`config.mk`:
```
export PLATFORM = sky130hd
export DESIGN_NAME = hamming_secded_pipe
export DESIGN_NICKNAME = d
export VERILOG_FILES = /design/src/rtl/hamming_secded_pipe.sv
export SDC_FILE = /design/constraint.sdc
export NUM_CORES = 1
export LEC_CHECK = 0
export ABC_AREA = 1
export ABC_CLOCK_PERIOD_IN_PS = 2000
export BUFFER_PORTS_ARGS = -buffer_cell sky130_fd_sc_hd__buf_2
export CAP_MARGIN = 20
export CORE_UTILIZATION = 41
export CTS_CLUSTER_SIZE = 25
export DETAILED_ROUTE_END_ITERATION = 10
export PLACE_DENSITY = 0.65
export SETUP_SLACK_MARGIN = 0.3
export SLEW_MARGIN = 40
export SYNTH_ARGS = -nofsm -noshare
export SYNTH_HDL_FRONTEND = slang
export SYNTH_SLANG_ARGS = --single-unit
```
`constraint.sdc`:
```
create_clock -name clk -period 2 [get_ports clk]
set_input_delay 0.1 -clock clk [delete_from_list [all_inputs] [get_ports clk]]
set_output_delay 0.1 -clock clk [all_outputs]
set_load 0.02 [all_outputs]
```
`src/rtl/hamming_secded_pipe.sv`:
```
// hamming_secded_pipe: two-stage pipelined SECDED Hamming decoder with
// valid/ready flow control, a sticky double-error flag and optional
// saturating error counters (built only when HAMMING_ERR_COUNT_EN is defined).
//
// Codeword layout: bit i (0..CW_W-2) is Hamming position i+1, check bits sit
// at power-of-two positions, and bit CW_W-1 is overall even parity.
// Stage 1 holds the raw codeword with its syndrome and overall parity.
// Stage 2 holds the corrected payload, error code and syndrome.

module hamming_secded_pipe #(
  parameter int DATA_W = 16,
  parameter int CNT_W  = 16,
  localparam int P_W   = (DATA_W <= 4)  ? 3 :
                         (DATA_W <= 11) ? 4 :
                         (DATA_W <= 26) ? 5 : 6,
  localparam int CW_W  = DATA_W + P_W + 1
) (
  input  logic              clk,
  input  logic              rst_n,
  input  logic              in_valid,
  output logic              in_ready,
  input  logic [CW_W-1:0]   in_cw,
  output logic              out_valid,
  input  logic              out_ready,
  output logic [DATA_W-1:0] out_data,
  output logic [1:0]        out_err,
  output logic [P_W-1:0]    out_syndrome,
  output logic              dbl_flag,
  input  logic              flag_clr,
  output logic [CNT_W-1:0]  cnt_single,
  output logic [CNT_W-1:0]  cnt_double,
  input  logic              cnt_clr
);

  localparam logic [1:0] ERR_NONE    = 2'b00;
  localparam logic [1:0] ERR_OVERALL = 2'b01;
  localparam logic [1:0] ERR_SINGLE  = 2'b10;
  localparam logic [1:0] ERR_DOUBLE  = 2'b11;

  // Highest Hamming position that physically exists in the codeword.
  localparam int MAX_POS = CW_W - 1;

  // XOR of the positions of every set bit below the overall-parity bit.
  function automatic logic [P_W-1:0] calc_syndrome(input logic [CW_W-1:0] cw);
    logic [P_W-1:0] s;
    s = '0;
    for (int i = 0; i < CW_W - 1; i++) begin
      if (cw[i]) s = s ^ P_W'(i + 1);
    end
    return s;
  endfunction

  // Gather payload bits from the non-power-of-two positions, lowest first.
  function automatic logic [DATA_W-1:0] extract_data(input logic [CW_W-1:0] cw);
    logic [DATA_W-1:0] d;
    int j;
    d = '0;
    j = 0;
    for (int pos = 1; pos < CW_W; pos++) begin
      if ((pos & (pos - 1)) != 0) begin
        d[j] = cw[pos-1];
        j++;
      end
    end
    return d;
  endfunction

  logic              s1_valid_q, s1_valid_d;
  logic [CW_W-1:0]   s1_cw_q, s1_cw_d;
  logic [P_W-1:0]    s1_syn_q, s1_syn_d;
  logic              s1_op_q, s1_op_d;

  logic              out_valid_q, out_valid_d;
  logic [DATA_W-1:0] out_data_q, out_data_d;
  logic [1:0]        out_err_q, out_err_d;
  logic [P_W-1:0]    out_syn_q, out_syn_d;

  logic              dbl_flag_q, dbl_flag_d;

  logic              s1_adv;
  logic              s2_adv;
  logic              deliver;

  logic [1:0]        class_err;
  logic [CW_W-1:0]   flip_mask;
  logic              syn_in_range;
  logic [DATA_W-1:0] corr_data;

  // Each stage may load when the stage after it is empty or being drained.
  always_comb begin
    s2_adv  = !out_valid_q || out_ready;
    s1_adv  = !s1_valid_q || s2_adv;
    deliver = out_valid_q && out_ready;
  end

  assign in_ready = s1_adv;

  // Stage 1 captures the codeword together with its syndrome and overall parity.
  always_comb begin
    s1_valid_d = s1_valid_q;
    s1_cw_d    = s1_cw_q;
    s1_syn_d   = s1_syn_q;
    s1_op_d    = s1_op_q;
    if (s1_adv) begin
      s1_valid_d = in_valid;
      if (in_valid) begin
        s1_cw_d  = in_cw;
        s1_syn_d = calc_syndrome(in_cw);
        s1_op_d  = ^in_cw;
      end
    end
  end

  // Classify the stage 1 word; only a syndrome naming a real bit is correctable.
  always_comb begin
    class_err    = ERR_NONE;
    flip_mask    = '0;
    syn_in_range = (32'(s1_syn_q) <= MAX_POS);
    if (s1_syn_q == '0) begin
      class_err = s1_op_q ? ERR_OVERALL : ERR_NONE;
    end else if (s1_op_q && syn_in_range) begin
      class_err = ERR_SINGLE;
      flip_mask[s1_syn_q - 1'b1] = 1'b1;
    end else begin
      class_err = ERR_DOUBLE;
    end
    corr_data = extract_data(s1_cw_q ^ flip_mask);
  end

  // Stage 2 only reloads when it can advance, so outputs hold while stalled.
  always_comb begin
    out_valid_d = out_valid_q;
    out_data_d  = out_data_q;
    out_err_d   = out_err_q;
    out_syn_d   = out_syn_q;
    if (s2_adv) begin
      out_valid_d = s1_valid_q;
      if (s1_valid_q) begin
        out_data_d = corr_data;
        out_err_d  = class_err;
        out_syn_d  = s1_syn_q;
      end
    end
  end

  // Pipeline registers; reset empties both stages and drops in-flight words.
  always_ff @(posedge clk or negedge rst_n) begin
    if (!rst_n) begin
      s1_valid_q  <= 1'b0;
      s1_cw_q     <= '0;
      s1_syn_q    <= '0;
      s1_op_q     <= 1'b0;
      out_valid_q <= 1'b0;
      out_data_q  <= '0;
      out_err_q   <= ERR_NONE;
      out_syn_q   <= '0;
    end else begin
      s1_valid_q  <= s1_valid_d;
      s1_cw_q     <= s1_cw_d;
      s1_syn_q    <= s1_syn_d;
      s1_op_q     <= s1_op_d;
      out_valid_q <= out_valid_d;
      out_data_q  <= out_data_d;
      out_err_q   <= out_err_d;
      out_syn_q   <= out_syn_d;
    end
  end

  // Sticky double-error flag; a delivered uncorrectable word beats a clear.
  always_comb begin
    dbl_flag_d = dbl_flag_q;
    if (flag_clr) dbl_flag_d = 1'b0;
    if (deliver && (out_err_q == ERR_DOUBLE)) dbl_flag_d = 1'b1;
  end

  // Flag register.
  always_ff @(posedge clk or negedge rst_n) begin
    if (!rst_n) dbl_flag_q <= 1'b0;
    else        dbl_flag_q <= dbl_flag_d;
  end

  assign out_valid    = out_valid_q;
  assign out_data     = out_data_q;
  assign out_err      = out_err_q;
  assign out_syndrome = out_syn_q;
  assign dbl_flag     = dbl_flag_q;

`ifdef HAMMING_ERR_COUNT_EN
  logic [CNT_W-1:0] cnt_single_q, cnt_single_d;
  logic [CNT_W-1:0] cnt_double_q, cnt_double_d;

  // Saturating delivery counters; a clear overrides any increment that cycle.
  always_comb begin
    cnt_single_d = cnt_single_q;
    cnt_double_d = cnt_double_q;
    if (deliver) begin
      if ((out_err_q == ERR_OVERALL || out_err_q == ERR_SINGLE) && (cnt_single_q != '1))
        cnt_single_d = cnt_single_q + 1'b1;
      if ((out_err_q == ERR_DOUBLE) && (cnt_double_q != '1))
        cnt_double_d = cnt_double_q + 1'b1;
    end
    if (cnt_clr) begin
      cnt_single_d = '0;
      cnt_double_d = '0;
    end
  end

  // Counter registers.
  always_ff @(posedge clk or negedge rst_n) begin
    if (!rst_n) begin
      cnt_single_q <= '0;
      cnt_double_q <= '0;
    end else begin
      cnt_single_q <= cnt_single_d;
      cnt_double_q <= cnt_double_d;
    end
  end

  assign cnt_single = cnt_single_q;
  assign cnt_double = cnt_double_q;
`else
  logic unused_cnt_clr;

  assign unused_cnt_clr = cnt_clr;
  assign cnt_single     = '0;
  assign cnt_double     = '0;
`endif

endmodule
```
* Word-level counts from Yosys, hierarchy flattened *
Cells that the tools add are included.

word-level totals
  register bits = 53

cells by class
  muxes and demuxes = 70
  order comparisons = 3
  reduce and logical (&&, ||, !) cells = 13
  $add $sub $neg = 1
  bitwise logic cells = 21
  equal/unequal tests = 1

operator list
  kind                   number
  $mux W5                46
  $mux W21               2
  $mux W4                8
  $reduce_xor A22 Y1     1
  $xor A21 B21 Y21       1
  $not A2 Y2             9
  $not A3 Y3             6
  $mux W3                4
  $lt A5 B6 Y1 const B   1
  $mux W1                6
  $mux W2                3
  $demux W1 S5           1
  $ge A5 B1 Y1 const B   1
  $le A5 B5 Y1 const B   1
  $logic_not A5 Y1       1
  $sub A5 B1 Y5 const B  1
  $logic_and A1 B1 Y1    4
  $not A1 Y1             4
  $not A4 Y4             1
  $reduce_and A2 Y1      2
  $eq A2 B2 Y1 const B   1
  $logic_not A1 Y1       2
  $logic_or A1 B1 Y1     2
  $reduce_bool A2 Y1     1

* Logic depth before layout (Yosys ltp) *
  depth after elaboration = 82
  depth in mapped cells = 13
  mapped depth without buffers = 13

* Worst setup path before layout *
No wires, ideal clock.

  kind = register to register
  start point = register out_valid_q, in the netlist out_valid
  end point = register s1_syn_q[3]
  stages on the path, launching flop included = 7
  required time = 1,875 ps
  slack = 384 ps
  data arrival time = 1,491 ps
  clock period less this slack = 1,616 ps
  cells stage by stage = dfrtp_1 > nand3_1 > nand2_1 > clkbuf_1 > inv_1 > nand4_1 > nand3_1

on the way
  word-level cells in the longest chain between the ends = 4

ends and longest elaborated chain
  what                         line  source
  start, declared              73    logic out_valid_q, out_valid_d;
  start signal, assigned       162   out_valid_q <= out_valid_d;
  $logic_not A1 Y1             91    s2_adv = !out_valid_q || out_ready;
  $logic_or A1 B1 Y1           91
  $logic_or A1 B1 Y1           92    s1_adv = !s1_valid_q || s2_adv;
  net in_ready                 21    output logic in_ready,
  $reduce_and A2 Y1 (no line)  n/a
  end signal, assigned         160   s1_syn_q <= s1_syn_d;
  end, declared                70    logic [P_W-1:0] s1_syn_q, s1_syn_d;

The timed path passes the listed nets, and every way through them passes these cells.
A chain may end at the register's enable or synchronous reset.

* Worst setup path in the final report *
  start point = register s1_syn_q[1]
  end point = register out_data_q[9], in the netlist out_data[9]

on the way
  word-level cells in the longest chain between the ends = 8
  elaborated cells between the ends (all ways) = 12
  those cells by class = add/sub (1); order compare (3); mux (4); bitwise (1); reduce/logical (3)

ends and longest elaborated chain
  what                                                                line  source
  $sub A5 B1 Y5                                                       123   flip_mask[s1_syn_q - 1'b1] = 1'b1;
  $lt A5 B6 Y1 (not written as such) or $ge A5 B1 Y1 (tied branches)  123
  $logic_and A1 B1 Y1 (not written as such)                           123
  $mux W1 (not written as such)                                       123
  $demux W1 S5                                                        123
  $mux W21                                                            121   end else if (s1_op_q && syn_in_range) begin
  $mux W21 *                                                          119   if (s1_syn_q == '0) begin
  $xor A21 B21 Y21 *                                                  127   corr_data = extract_data(s1_cw_q ^ flip_mask);
  end signal, assigned                                                163   out_data_q <= out_data_d;
  end, declared                                                       74    logic [DATA_W-1:0] out_data_q, out_data_d;

Mark *: on every way between the ends. The rest lies on a longest branch, timed or not.

==> results.md <==
- # H-tree levels: 2
- Comb pwr share: 0.428
- PortBufs: 52
- Critical Path RT: about 2200 ps
- Routed len/inst: approximately 11 um
- Die Y: around 90 um
- Clock buffer count from CTS: 5
- Final hold vios: 0
- Sequential area share after synthesis: 0.375
- Final setup violation count: 0
- Crit-path most repeated cell: nand2_1
- Lkg Pwr: 2.00 nW
- Cell Area, Placed: 0.00347 sq mm
- Fin Clk Skew: 8.80 ps
- Clock sink count: 48
- Area contributors post-synth: dfrtp_1 (37%), nand2_1 (19%), buf_4 (7.5%), nand3_1 (5.2%), inv_1 (4.9%)
- Core Area: approximately 0.0074 sq mm
- Clock Power Share: 0.168
- Min-Delay Path Class: in2reg
- Net Switching: about 1.5 mW
- Hold path startpoint: out_ready
- Area leader, netlist: dfrtp_1
- CTS tree: done
- DR vias: roughly 2800
- Ant diodes: 0
- Row count: 31
- GRT Util Overall: 0.175
- Fin area: roughly 0.0036 sq mm
- Yosys reg bits: 48
- Clock buffer depth: 2
- Sw Share: 0.426
- Largest net degree at the start of global routing: 37
- Die W: 90.4 um
- Critical path type: reg2reg
- Max_cap viols: 0
- First-pass GRT wire length: about 12000 um
- Fin crit period: around 1600 ps
- TNS Setup: 0 ps
- Sequential power share: 0.404
- Die ar.: slightly above 0.008 sq mm
- Top Ports: 86
- PnR Total Power: between 3 and 4 mW
- Starting density of the core: 0.433
- Critical-path top delay cell: dfrtp_2
- PnR worst setup slack: 417 ps
- Worst-path cell chain: nand2_1, nand2_1, nand2_1, nand2_1, nor3_4, inv_2, o21bai_1, nand3_1, nand2_1
- Distinct cells, synth: 31
- Max-slew violations: 0
- Cell Pwr Density: around 970 mW/mm^2
- Grt ovf: 0
- FMAX: around 630 MHz
- DRT iter0 DRCs: ~80
- Fin crit share: 0.791
- Slew headroom: 0.670
- Initial antenna violation count: 0
- Final net count: roughly 530
- Crit path max fanout: 7
- Post-route DRC violation count: 0
- Buf+Inv Stages, Crit Path: 1
- Critical Path Start: s1_syn_q[1]$_DFFE_PN0P_
- P&R area growth vs syn: 13.0%
- Vias in the first global route: about 2500
- Avg Inst Size Synth: approximately 7.2 sq um
- R2r startpoint: s1_syn_q[1]$_DFFE_PN0P_
- RSZ-0062 raised after global routing: true
- Area fraction of the dominant cell type after synthesis: 0.375
- Maximum VDD drop: between 300 and 400 uV
- Initial DRT Pass Iterations: 4
- Via/cell ratio: 4.56
- Fillers: 772
- DPL Wire Length: 5450 um
- Share of layout cells above drive strength 1: 0.199
- Data arrival, critical path: roughly 1800 ps
- Crit. End Element: flip-flop
- Number of synthesis warnings: 0
- Post-Synthesis Cell Area: roughly 0.0032 sq mm
- Final ANT Viol Nets: 0
- Clock-pin slew of the registers on the worst-case setup and hold paths: 90 ps
- Final GP Congestion: between 0.8 and 0.9
- Worst hold margin: roughly 59 ps
- Type of origin of the critical path: flip-flop
- Synthesized instance count: 446
- Worst slew pin tran: between 400 and 500 ps
- Internal power: 2.01 mW
- Worst skew pair latency: 310 ps
- Status: finished clean
- Drt total wl: 6830 um
- Root Driver: clkbuf_8
- Pre-CTS WS: 324 ps
- CP top delay family: simple AND/OR/NAND/NOR gates
- Crit-path max cell delay: about 470 ps
==> placed cells by master, fill, tap and decap left out, drive strengths merged <==
cell type	n
a21boi	1
a21oi	6
a31oi	2
buf	62
clkbuf	6
clkinv	3
conb	32
dfrtp	48
dlygate4sd3	2
inv	48
nand2	171
nand3	33
nand3b	5
nand4	7
nor2	16
nor3	2
o21ai	26
o21bai	8
o31ai	1
or2	3
xnor2	13
xor2	12
==> tightest hold or removal path: cells and delay by family <==
| family | cells | cell delay [ps] |
|---|---|---|
| buf+inv | 1 | 90 |
| simple gates | 1 | 70 |
| compound gates | 1 | 70 |
==> layer usage <==
| layer | wire (um) | up-vias | global-route usage |
|---|---|---|---|
| met5 | 0 | - | 0 |
| met4 | 59 | 0 | 0.0403 |
| met3 | 285 | 7 | 0.0286 |
| met2 | 3110 | 73 | 0.294 |
| met1 | 3370 | 1230 | 0.235 |
| li1 | - | 1451 | - |
==> sequential cells by signal, summed over array words and instances (netlist names) <==
signal,count
s1_op_q,1
out_data,16
out_valid,1
s1_syn_q,5
out_err,2
out_syndrome,5
s1_valid_q,1
dbl_flag,1
s1_cw_q,16
==> cell families (layout without fill, tap and decap cells) <==
group	Yosys count	in the layout	synth area share
and+or+nand+nor	237	237	0.327
buffers and inverters	91	121	0.145
DFF	48	48	0.375
AOI/OAI and AO/OA	44	44	0.0843
xor gates and xnor gates	25	25	0.0683
other	1	32	0.00117
==> cell usage after synthesis <==
| library cell | instances |
|---|---|
| nand2_1 | 162 |
| dfrtp_1 | 48 |
| inv_1 | 42 |
| nand3_1 | 33 |
| buf_4 | 32 |
| o21ai_0 | 21 |
| xnor2_1 | 13 |
| xor2_1 | 12 |
| nor2_1 | 9 |
| nand2_2 | 8 |
| o21bai_1 | 8 |
| nand4_1 | 7 |
| clkbuf_1 | 6 |
| inv_2 | 6 |
| a21oi_1 | 5 |
| nand3b_1 | 5 |
| o21ai_1 | 5 |
| nor2_4 | 4 |
| buf_2 | 3 |
| nor2_2 | 3 |
| or2_2 | 3 |
| a31oi_1 | 2 |
| a21boi_4 | 1 |
| a21oi_4 | 1 |
| buf_1 | 1 |
| clkinv_1 | 1 |
| conb_1 | 1 |
| nand2_4 | 1 |
| nor3_1 | 1 |
| nor3_2 | 1 |
| o31ai_1 | 1 |
==> power groups by stage <==
| stage | logic (mW) | registers, mW | clock network [mW] |
|---|---|---|---|
| after CTS | 1.46 | 1.41 | 0.601 |
| after global placement | 1.43 | 1.42 | 0 |
| after global routing | 1.67 | 1.45 | 0.634 |
| after floorplan | 0.876 | 1.62 | 0 |
| after detailed placement | 1.45 | 1.43 | 0 |
| final | 1.50 | 1.42 | 0.590 |
==> path summary, 6_finish.rpt <==
| path | cells after the start | slack (ps) | endpoint |
|---|---|---|---|
| max in group asynchronous | 3 | 1250 | s1_cw_q[16]$_DFFE_PN0P_ |
| worst min-delay path | 3 | 60 | dbl_flag$_DFFE_PN0P_ |
| worst min register to register | 2 | 480 | out_data[0]$_DFFE_PN0P_ |
| worst max register to register | 9 | 420 | out_data[9]$_DFFE_PN0P_ |
| worst max-delay path | 9 | 420 | out_data[9]$_DFFE_PN0P_ |
| min in group asynchronous | 2 | 280 | out_syndrome[4]$_DFFE_PN0P_ |
==> per-stage QoR <==
| step | utilization | instances |
|---|---|---|
| 2_1_floorplan | - | 477 |
| 5_1_grt | 0.489 | 606 |
| 3_5_place_dp | 0.469 | 592 |
| 6_report | 0.489 | 606 |
| 3_3_place_gp | 0.469 | 592 |
| 4_1_cts | 0.484 | 602 |
==> area by class of cell <==
| type | count | area (sq um) | share of cell area |
|---|---|---|---|
| multi-input combinational | 338 | 1660 | 0.459 |
| sequential | 48 | 1200 | 0.332 |
| timing repair buffer | 64 | 358 | 0.0987 |
| inverter | 49 | 184 | 0.0507 |
| tap | 99 | 124 | 0.0342 |
| clock buffer | 6 | 82.6 | 0.0228 |
| clock inverter | 2 | 10.0 | 0.00276 |
==> timing repair <==
item / CTS / global route
buffers inserted: 0 / 4
gates resized for setup: 0 / 4
hold endpoints to repair: 35 / 0
hold buffers: 2 / 0
endpoints found under the setup margin: 0 / 10
Power figures use the tool's default switching activity.
